$ cat src/rtl/nexys_starship_repair_arb.sv
// nexys_starship_repair_arb
// Shares the single switch keypad (Sw3..Sw0 + BtnR) among the four ship-section
// repair requesters. A requester is picked round-robin, gets a limited number of
// wrong submits and a limited number of game-timer ticks to dial its hex code,
// and the outcome is reported as a one-cycle done or fail pulse.
//
// Ports
//   Clk            system clock, rising edge
//   Reset          asynchronous active-low reset
//   play_flag      game in Play; new sessions only start while high
//   gameover_ctrl  game over; kills any running session
//   req[3:0]       repair request levels {right,left,btm,top}
//   target_combo   required hex per requester, nibble i for requester i
//   hex_combo      value on the switches
//   submit         one-cycle debounced submit pulse
//   timer_tick     one-cycle game timer enable
//   grant[3:0]     one-hot keypad owner, 0 when idle
//   busy           session active (|grant)
//   active_combo   target nibble of the current owner, 0 when idle
//   repair_done    one-cycle pulse for the repaired requester
//   repair_fail    one-cycle pulse on timeout or tries exhausted
//   tries_left     remaining wrong submits of the running session
module nexys_starship_repair_arb #(
  parameter int TIMEOUT_TICKS = 8,
  parameter int MAX_TRIES     = 3
) (
  input  logic        Clk,
  input  logic        Reset,
  input  logic        play_flag,
  input  logic        gameover_ctrl,
  input  logic [3:0]  req,
  input  logic [15:0] target_combo,
  input  logic [3:0]  hex_combo,
  input  logic        submit,
  input  logic        timer_tick,
  output logic [3:0]  grant,
  output logic        busy,
  output logic [3:0]  active_combo,
  output logic [3:0]  repair_done,
  output logic [3:0]  repair_fail,
  output logic [1:0]  tries_left
);

  localparam int            TW         = $clog2(TIMEOUT_TICKS + 1);
  localparam logic [TW-1:0] TICK_LAST  = TW'(TIMEOUT_TICKS - 1);
  localparam logic [TW-1:0] TICK_MAX   = TW'(TIMEOUT_TICKS);
  localparam logic [1:0]    TRIES_INIT = 2'(MAX_TRIES);

  typedef enum logic [1:0] {
    S_IDLE  = 2'd0,
    S_ENTRY = 2'd1,
    S_DONE  = 2'd2,
    S_FAIL  = 2'd3
  } state_e;

  // Returns {found, index}: first set request at or above ptr, wrapping mod 4.
  // Iterating from the farthest offset down lets the nearest one win.
  function automatic logic [2:0] rr_pick(input logic [3:0] r, input logic [1:0] ptr);
    logic [2:0] res;
    logic [1:0] cand;
    res = 3'b000;
    for (int k = 3; k >= 0; k--) begin
      cand = ptr + 2'(k);
      res  = r[cand] ? {1'b1, cand} : res;
    end
    return res;
  endfunction

  function automatic logic [3:0] slice(input logic [15:0] t, input logic [1:0] i);
    return t[{i, 2'b00} +: 4];
  endfunction

  function automatic logic [3:0] onehot(input logic [1:0] i);
    return 4'b0001 << i;
  endfunction

  state_e        state_q, state_d;
  logic [1:0]    idx_q, idx_d;
  logic [1:0]    rr_ptr_q, rr_ptr_d;
  logic [TW-1:0] tick_cnt_q, tick_cnt_d;
  logic [1:0]    tries_q, tries_d;
  logic [3:0]    grant_q, grant_d;
  logic          busy_q, busy_d;
  logic [3:0]    active_q, active_d;
  logic [3:0]    done_q, done_d;
  logic [3:0]    fail_q, fail_d;

  logic [2:0]    pick_s;
  logic          start_s;
  logic          abort_s;
  logic          match_s;
  logic          miss_s;
  logic          last_try_s;
  logic          timeout_s;

  assign pick_s     = rr_pick(req, rr_ptr_q);
  assign start_s    = play_flag & ~gameover_ctrl & pick_s[2];
  assign abort_s    = ~req[idx_q] | ~play_flag | gameover_ctrl;
  // Compare against the registered combo, i.e. what the player currently sees.
  assign match_s    = submit & (hex_combo == active_q);
  assign miss_s     = submit & (hex_combo != active_q);
  assign last_try_s = (tries_q == 2'd1);
  assign timeout_s  = timer_tick & (tick_cnt_q >= TICK_LAST);

  // State register.
  always_ff @(posedge Clk or negedge Reset) begin
    if (!Reset) begin
      state_q <= S_IDLE;
    end else begin
      state_q <= state_d;
    end
  end

  // Next-state logic. Abort outranks everything; a matching submit outranks
  // the timeout landing in the same cycle.
  always_comb begin
    state_d = S_IDLE;
    case (state_q)
      S_IDLE: begin
        state_d = start_s ? S_ENTRY : S_IDLE;
      end
      S_ENTRY: begin
        if (abort_s) begin
          state_d = S_IDLE;
        end else if (match_s) begin
          state_d = S_DONE;
        end else if (miss_s && last_try_s) begin
          state_d = S_FAIL;
        end else if (timeout_s) begin
          state_d = S_FAIL;
        end else begin
          state_d = S_ENTRY;
        end
      end
      S_DONE:  state_d = S_IDLE;
      S_FAIL:  state_d = S_IDLE;
      default: state_d = S_IDLE;
    endcase
  end

  // Output and session-datapath next values, derived from the transition taken.
  always_comb begin
    grant_d    = 4'b0000;
    active_d   = 4'b0000;
    done_d     = 4'b0000;
    fail_d     = 4'b0000;
    tries_d    = 2'b00;
    tick_cnt_d = {TW{1'b0}};
    idx_d      = idx_q;
    rr_ptr_d   = rr_ptr_q;
    if ((state_q == S_IDLE) && (state_d == S_ENTRY)) begin
      idx_d    = pick_s[1:0];
      rr_ptr_d = pick_s[1:0] + 2'd1;
      grant_d  = onehot(pick_s[1:0]);
      active_d = slice(target_combo, pick_s[1:0]);
      tries_d  = TRIES_INIT;
    end else if (state_q == S_ENTRY) begin
      case (state_d)
        S_ENTRY: begin
          grant_d    = grant_q;
          active_d   = slice(target_combo, idx_q);
          tries_d    = miss_s ? (tries_q - 2'd1) : tries_q;
          tick_cnt_d = (timer_tick && (tick_cnt_q != TICK_MAX)) ?
                       (tick_cnt_q + TW'(1)) : tick_cnt_q;
        end
        S_DONE:  done_d = onehot(idx_q);
        S_FAIL:  fail_d = onehot(idx_q);
        default: done_d = 4'b0000;
      endcase
    end else begin
      grant_d = 4'b0000;
    end
    busy_d = |grant_d;
  end

  // Registered outputs and session bookkeeping.
  always_ff @(posedge Clk or negedge Reset) begin
    if (!Reset) begin
      idx_q      <= 2'd0;
      rr_ptr_q   <= 2'd0;
      tick_cnt_q <= {TW{1'b0}};
      tries_q    <= 2'd0;
      grant_q    <= 4'b0000;
      busy_q     <= 1'b0;
      active_q   <= 4'b0000;
      done_q     <= 4'b0000;
      fail_q     <= 4'b0000;
    end else begin
      idx_q      <= idx_d;
      rr_ptr_q   <= rr_ptr_d;
      tick_cnt_q <= tick_cnt_d;
      tries_q    <= tries_d;
      grant_q    <= grant_d;
      busy_q     <= busy_d;
      active_q   <= active_d;
      done_q     <= done_d;
      fail_q     <= fail_d;
    end
  end

  assign grant        = grant_q;
  assign busy         = busy_q;
  assign active_combo = active_q;
  assign repair_done  = done_q;
  assign repair_fail  = fail_q;
  assign tries_left   = tries_q;

endmodule

$ cat config.mk
export PLATFORM = sky130hd
export DESIGN_NAME = nexys_starship_repair_arb
export DESIGN_NICKNAME = d
export VERILOG_FILES = /design/src/rtl/nexys_starship_repair_arb.sv
export SDC_FILE = /design/constraint.sdc
export NUM_CORES = 1
export LEC_CHECK = 0
export ABC_AREA = 1
export ABC_CLOCK_PERIOD_IN_PS = 2700
export BUFFER_PORTS_ARGS = -buffer_cell sky130_fd_sc_hd__buf_2
export CAP_MARGIN = 5
export CORE_MARGIN = 10
export CORE_UTILIZATION = 25
export DETAILED_ROUTE_END_ITERATION = 16
export PLACE_DENSITY = 0.45
export SLEW_MARGIN = 20
export SYNTH_ARGS = -nofsm -noshare
export SYNTH_HDL_FRONTEND = slang
export SYNTH_SLANG_ARGS = --single-unit
$ cat constraint.sdc
create_clock -name Clk -period 2.7 [get_ports Clk]
set_clock_uncertainty 0.1 [all_clocks]
set_input_delay 0.54 -clock Clk [delete_from_list [all_inputs] [get_ports Clk]]
set_output_delay 0.54 -clock Clk [all_outputs]
set_load 0.02 [all_outputs]
### Yosys cells after proc, flatten, opt, wreduce, memory -nomap -nowiden

Index checks and enable logic that the tools add are counted.

* word-level logic and storage cells: 94
* bits of input ports: 30
* output and inout bits: 19
* register bits: 29

* eq/ne operators: 12
* bitwise operators: 10
* reductions and logical operators: 6
* add/subtract/negate cells: 6
* shifts and indexed selects: 4
* muxes and demuxes: 40
* magnitude comparators: 6

Operators with widths (number)
* two-way mux 4 bit: 16
* indexed part select 16 x 5 -> 4 bit: 2
* two-way mux 2 bit: 8
* < comparator 2 x 3 -> 1 bit (second input constant): 5
* two-way mux 3 bit: 4
* binary-select mux 1 bit (select 2 bit): 5
* == test 2 bit (second input constant): 4
* inequality test 4 bit (second input constant): 2
* << shifter 1 x 2 -> 4 bit (first input constant): 2
* == test 2 x 1 -> 1 bit (second input constant): 3
* two-way mux 1 bit: 6
* one-hot mux 2 bit (3 select lines): 1
* bitwise AND 1 bit: 5
* adder 2 x 1 -> 2 bit (second input constant): 2
* adder 2 bit (second input constant): 2
* adder 4 x 1 -> 4 bit (second input constant): 1
* == test 4 bit: 1
* >= comparator 4 x 3 -> 1 bit (second input constant): 1
* inequality test 4 x 3 -> 1 bit (second input constant): 1
* inequality test 4 bit: 1
* OR reduction 4 bit: 1
* logical AND 1 bit: 3
* inverter 1 bit: 3
* logical NOT 2 bit: 1
* other kinds (3): 4

### Longest topological paths before layout

* depth in word-level cells: 15
* depth in mapped cells: 17
* mapped depth without buffers: 16

### Worst setup path before layout

Ideal clock, no wire load.

* path kind: input-to-reg
* start point: in req[1]
* end point: reg busy_q, in the netlist busy
* path buffers: 1
* slack: 0.711 ns
* required time: 2.481 ns
* arrival time: 1.771 ns
* stages on the path: 14
* cells stage by stage: inv_1 -> nand2_1 -> nand3_1 -> nand2_1 -> inv_1 -> nand3_2 -> nand2_2 -> buf_6 -> inv_1 -> ha_1 -> nand2_2 -> nand2_1 -> nor2_1 -> nand2_1

RTL lines
* from (decl): line 31 `input logic [3:0] req,`
* binary-select mux 1 bit (select 2 bit): line 64 `res = r[cand] ? {1'b1, cand} : res;`
* two-way mux 1 bit (not written as such): line 64
* two-way mux 3 bit (3 in series): line 64
* two-way mux 3 bit *: line 64
* net pick_s[0]: line 88 `logic [2:0] pick_s;`
* << shifter 1 x 2 -> 4 bit *: line 74 `return 4'b0001 << i;`
* two-way mux 4 bit *: line 151 `if ((state_q == S_IDLE) && (state_d == S_ENTRY)) begin`
* net grant_d[2]: line 82 `logic [3:0] grant_q, grant_d;`
* OR reduction 4 bit *: line 173 `busy_d = |grant_d;`
* net busy_d: line 83 `logic busy_q, busy_d;`
* to (signal assigned): line 194 `busy_q <= busy_d;`
* to (decl): line 83

Mark *: on every way through the listed nets, which the timed path passes. The rest lies on a longest branch. The select of a mux whose other input is x is not followed.
A chain may end at the register's enable or synchronous reset.

### Worst setup path in the final report

* start point: reg rr_ptr_q[0]
* end point: reg busy_q, in the netlist busy

* word-level cells in the longest chain between the ends: 15

RTL lines
* from (decl): line 79 `logic [1:0] rr_ptr_q, rr_ptr_d;`
* from (signal assigned): line 190 `rr_ptr_q <= rr_ptr_d;`
* adder 2 bit: line 63 `cand = ptr + 2'(k);`
* binary-select mux 1 bit (select 2 bit): line 64
* two-way mux 1 bit (not written as such): line 64
* two-way mux 3 bit (3 in series): line 64
* two-way mux 3 bit *: line 64
* bitwise AND 1 bit: line 97 `assign start_s = play_flag & ~gameover_ctrl & pick_s[2];`
* two-way mux 1 bit: line 120 `state_d = start_s ? S_ENTRY : S_IDLE;`
* one-hot mux 2 bit (3 select lines): line 118 `case (state_q)`
* == test 2 x 1 -> 1 bit: line 151, 158
* two-way mux 4 bit: line 158 `case (state_d)`
* two-way mux 4 bit: line 157 `end else if (state_q == S_ENTRY) begin`
* two-way mux 4 bit *: line 151
* net grant_d[2]: line 82
* OR reduction 4 bit *: line 173
* net busy_d: line 83

Marked as above.

==> metrics list <==
- Setup repair after global routing left no endpoint under its margin.
* Startpoint-to-endpoint class of the critical path: flip-flop to flip-flop
- Routed vias: 1765
- CTS buffer count: 5
- Root Buffer Master: sky130_fd_sc_hd__clkbuf_8
- Crit Reg-Reg Endpoint: busy
* #FFs+latches synth: 29
- Measured along the y axis, the die boundary spans 108 um.
- Setup violations remaining at the end of the flow were counted as 0.
- Worst hold path class: input port to async pin
* GRT overflow: 0
- Share of cells above drive strength 1: 26.5%
* Die X-Extent: 108 um
- Resized cells post-CTS: 0
- FF-to-FF path depth: 14
* Row Count: 31
* Most used flip-flop cell after synthesis: sky130_fd_sc_hd__dfrtp_1
- Entering global routing, the biggest net connects 30 pins.
* Worst voltage drop across the vdd grid: 0.408 mV
* Startpoint of the worst register-to-register path: rr_ptr_q[0]
- For the worst-skew pair, the clock arrives at the later sink with an insertion delay of 0.28 ns.
- The run finished with clean final reports.
- The library cell used most frequently in the layout, excluding fill and tap cells, is sky130_fd_sc_hd__nand2_1.
- Reported leakage power: 1.33 nW
* Core area: 0.00733 mm2
- Data on the critical path is required at its endpoint by 2.76 ns.
- Power per Cell Area: 904 mW/mm2
- The number of global-route vias before repair was 1857.
* Antenna violations before repair: 0
* TritonCTS clock tree: done
* Setup slack of the most critical reg-to-reg path: 0.42 ns
* Final RePlAce weighted congestion: 0.845
- Worst hold slack: 0.193 ns
- Across the whole layout, storage elements account for 726 um2.
- At the worst endpoint, the arrival time is 2.34 ns.
- Number of hold-repair buffers added at the cts stage: 0
* Final Hold Violating Endpoints: 0
- Final layout net count: 350
- Worst max-slew margin expressed relative to the limit: 55.7%
- During synthesis, Yosys emitted a total of 0 warnings.
* Kind of capture point of the worst setup path: flip-flop
- Effective utilization at floorplan: 26.1%
* Synth Cell Area: 0.00191 mm2
* Proportion of synthesized chip area in sequential cells: 37.9%
* Highest clock frequency the design can meet: 438 MHz
- STA classifies the critical path startpoint as a flip-flop.
- In the final routed layout, each cell accounts on average for 12.5 um.
* Sink count of the clock tree: 29
* Pre-Repair DR Iteration Count: 6
- Antenna diode instance count: 0
- Multi-input logic area: 0.00102 mm2
- Most used cells in the layout excluding fill and tap cells: sky130_fd_sc_hd__nand2_1, sky130_fd_sc_hd__buf_2, sky130_fd_sc_hd__dfrtp_1
- First-pass GRT wire length: 8820 um
- The tool flagged a number of max-cap violations equal to 0.
- In this run the tool buffered the top-level ports with 48 buffer cells.
- Biggest fanout along the worst timing path: 12
- Slew of the pin with the lowest slew margin: 0.664 ns
* Yosys top cell area share: 37.9%
- Fill cell total of the finished layout: 813
- Compared with the post-synthesis result, the final layout area differs by 22.5%.
- Adding up every negative setup slack in the final design gives 0 ns.
- Synth Instances: 259
- Clock transition time at the flip-flop clock pins of the worst setup and hold paths: 0.06 ns
* Final instance area: 0.00235 mm2
- Synthesized net count: 296
* DIE AREA: 0.0116 mm2
* Synth top area cells: sky130_fd_sc_hd__dfrtp_1, sky130_fd_sc_hd__nand2_1, sky130_fd_sc_hd__nand3_1
* Vias/cell: 4.28
- Final Routed Wirelength: 5150 um
- Syn_area_per_cell: 7.39 um2
* Final Slew Violations: 0
- Number of enable flip-flop cells after synthesis: 0
- Top-level port count: 49
* Postcts setup bufs: 0
- The detailed router finished its first iteration with 61 violations.
- Async SR Flop Fraction: 100%
- Library cell with the largest summed area after synthesis: sky130_fd_sc_hd__dfrtp_1
* Maximum buffer depth of the clock tree: 2
- The clock period could shrink to 2.28 ns.
* Final period util: 84.6%
- The wire-length estimate of the detail-placed layout is 4180 um.
- Global routing used 9.46% of the available tracks.
* Number of library cell types mapped by synthesis: 28
* CTS H-Tree Depth: 2
- In this run the cell area measured after placement is 0.00226 mm2.
- Antenna Nets Post-Route: 0
- DRC violation count after routing: 0
-- critical path, stage by stage (launching register included) --
cell and delay (ns):
sky130_fd_sc_hd__dfrtp_1 0.58, sky130_fd_sc_hd__inv_6 0.08, sky130_fd_sc_hd__nand2_2 0.08, sky130_fd_sc_hd__nand3_1 0.10
sky130_fd_sc_hd__nand2_1 0.11, sky130_fd_sc_hd__nand3_2 0.08, sky130_fd_sc_hd__nand2_1 0.08, sky130_fd_sc_hd__nand2_2 0.13
sky130_fd_sc_hd__nand2_2 0.24, sky130_fd_sc_hd__inv_1 0.10, sky130_fd_sc_hd__ha_1 0.21, sky130_fd_sc_hd__nand2_2 0.06
sky130_fd_sc_hd__nand2_1 0.06, sky130_fd_sc_hd__nor2_1 0.10, sky130_fd_sc_hd__nand2_1 0.06
-- how the worst max path moves through the flow --
stage,start,cells past startpoint,slack (ns),endpoint
floorplan,req[1],14,0.71,busy
global placement,rr_ptr_q[0],16,0.43,busy
detailed placement,req[1],14,0.38,busy
CTS,rr_ptr_q[0],14,0.43,busy
global route,rr_ptr_q[0],16,0.13,busy
finish,rr_ptr_q[0],14,0.42,busy
-- cells by family (layout without fill, tap and decap cells) --
group                      after synthesis  count (layout)  synth area share (%)
and+or+nand+nor                        169             169                  42.7
buffers and inverters                   36              90                  8.63
DFF                                     29              29                  37.9
AOI/OAI and AO/OA                       15              15                  4.84
adders and majority gates                7               7                  4.57
xor gates and xnor gates                 3               3                  1.37
-- through the flow --
stage	std cells	power [mW]	util [%]	setup slack, ns
after CTS	412	2.15	32.0	0.431
after floorplan	259	1.50	-	0.711
final	412	2.12	32.0	0.416
after detailed placement	405	1.78	30.8	0.381
after global routing	412	2.35	32.0	0.135
after global placement	405	1.78	30.8	0.427
-- Yosys cell counts, types with 2 or more instances --
| cell type | number |
|---|---|
| sky130_fd_sc_hd__a21oi_1 | 5 |
| sky130_fd_sc_hd__a22oi_1 | 4 |
| sky130_fd_sc_hd__buf_6 | 3 |
| sky130_fd_sc_hd__dfrtp_1 | 29 |
| sky130_fd_sc_hd__ha_1 | 7 |
| sky130_fd_sc_hd__inv_1 | 26 |
| sky130_fd_sc_hd__inv_2 | 5 |
| sky130_fd_sc_hd__nand2_1 | 93 |
| sky130_fd_sc_hd__nand2_2 | 7 |
| sky130_fd_sc_hd__nand2_4 | 3 |
| sky130_fd_sc_hd__nand3_1 | 27 |
| sky130_fd_sc_hd__nand3_2 | 2 |
| sky130_fd_sc_hd__nand4_1 | 7 |
| sky130_fd_sc_hd__nor2_1 | 17 |
| sky130_fd_sc_hd__nor2_2 | 3 |
| sky130_fd_sc_hd__nor3_1 | 4 |
| sky130_fd_sc_hd__o21ai_0 | 2 |
| sky130_fd_sc_hd__o21bai_1 | 3 |
| sky130_fd_sc_hd__xor2_1 | 3 |
-- report_power, final --
group / switching, mW / internal [mW] / total (mW) / leakage, nW
Clock: 0.153 / 0.202 / 0.354 / 0.0443
Sequential: 0.0931 / 0.515 / 0.608 / 0.391
Combinational: 0.782 / 0.377 / 1.16 / 0.891
-- metal layers --
metal  wire [um]  part of all wire (%)  global-route usage, %  vias up
met1        2540                    49                   11.9      783
met4          97                   1.9                   4.39        0
met2        2270                    44                   14.6       46
li1            -                     -                      -      929
met3         235                   4.6                   2.75        7
met5           0                     0                      0        -
-- area by class of cell --
| class | instances | area share (%) |
|---|---|---|
| timing repair buffer | 50 | 10.9 |
| inverter | 33 | 5.60 |
| clock buffer | 7 | 3.68 |
| sequential | 29 | 30.9 |
| multi-input combinational | 194 | 43.6 |
| tap | 99 | 5.28 |
-- flip-flops by register name (all words and copies together) (netlist names) --
signal / cells
active_combo: 4
grant: 4
repair_done: 4
repair_fail: 4
tick_cnt_q: 4
idx_q: 2
rr_ptr_q: 2
state_q: 2
tries_left: 2
busy: 1
(Power assumes the default switching activity.)
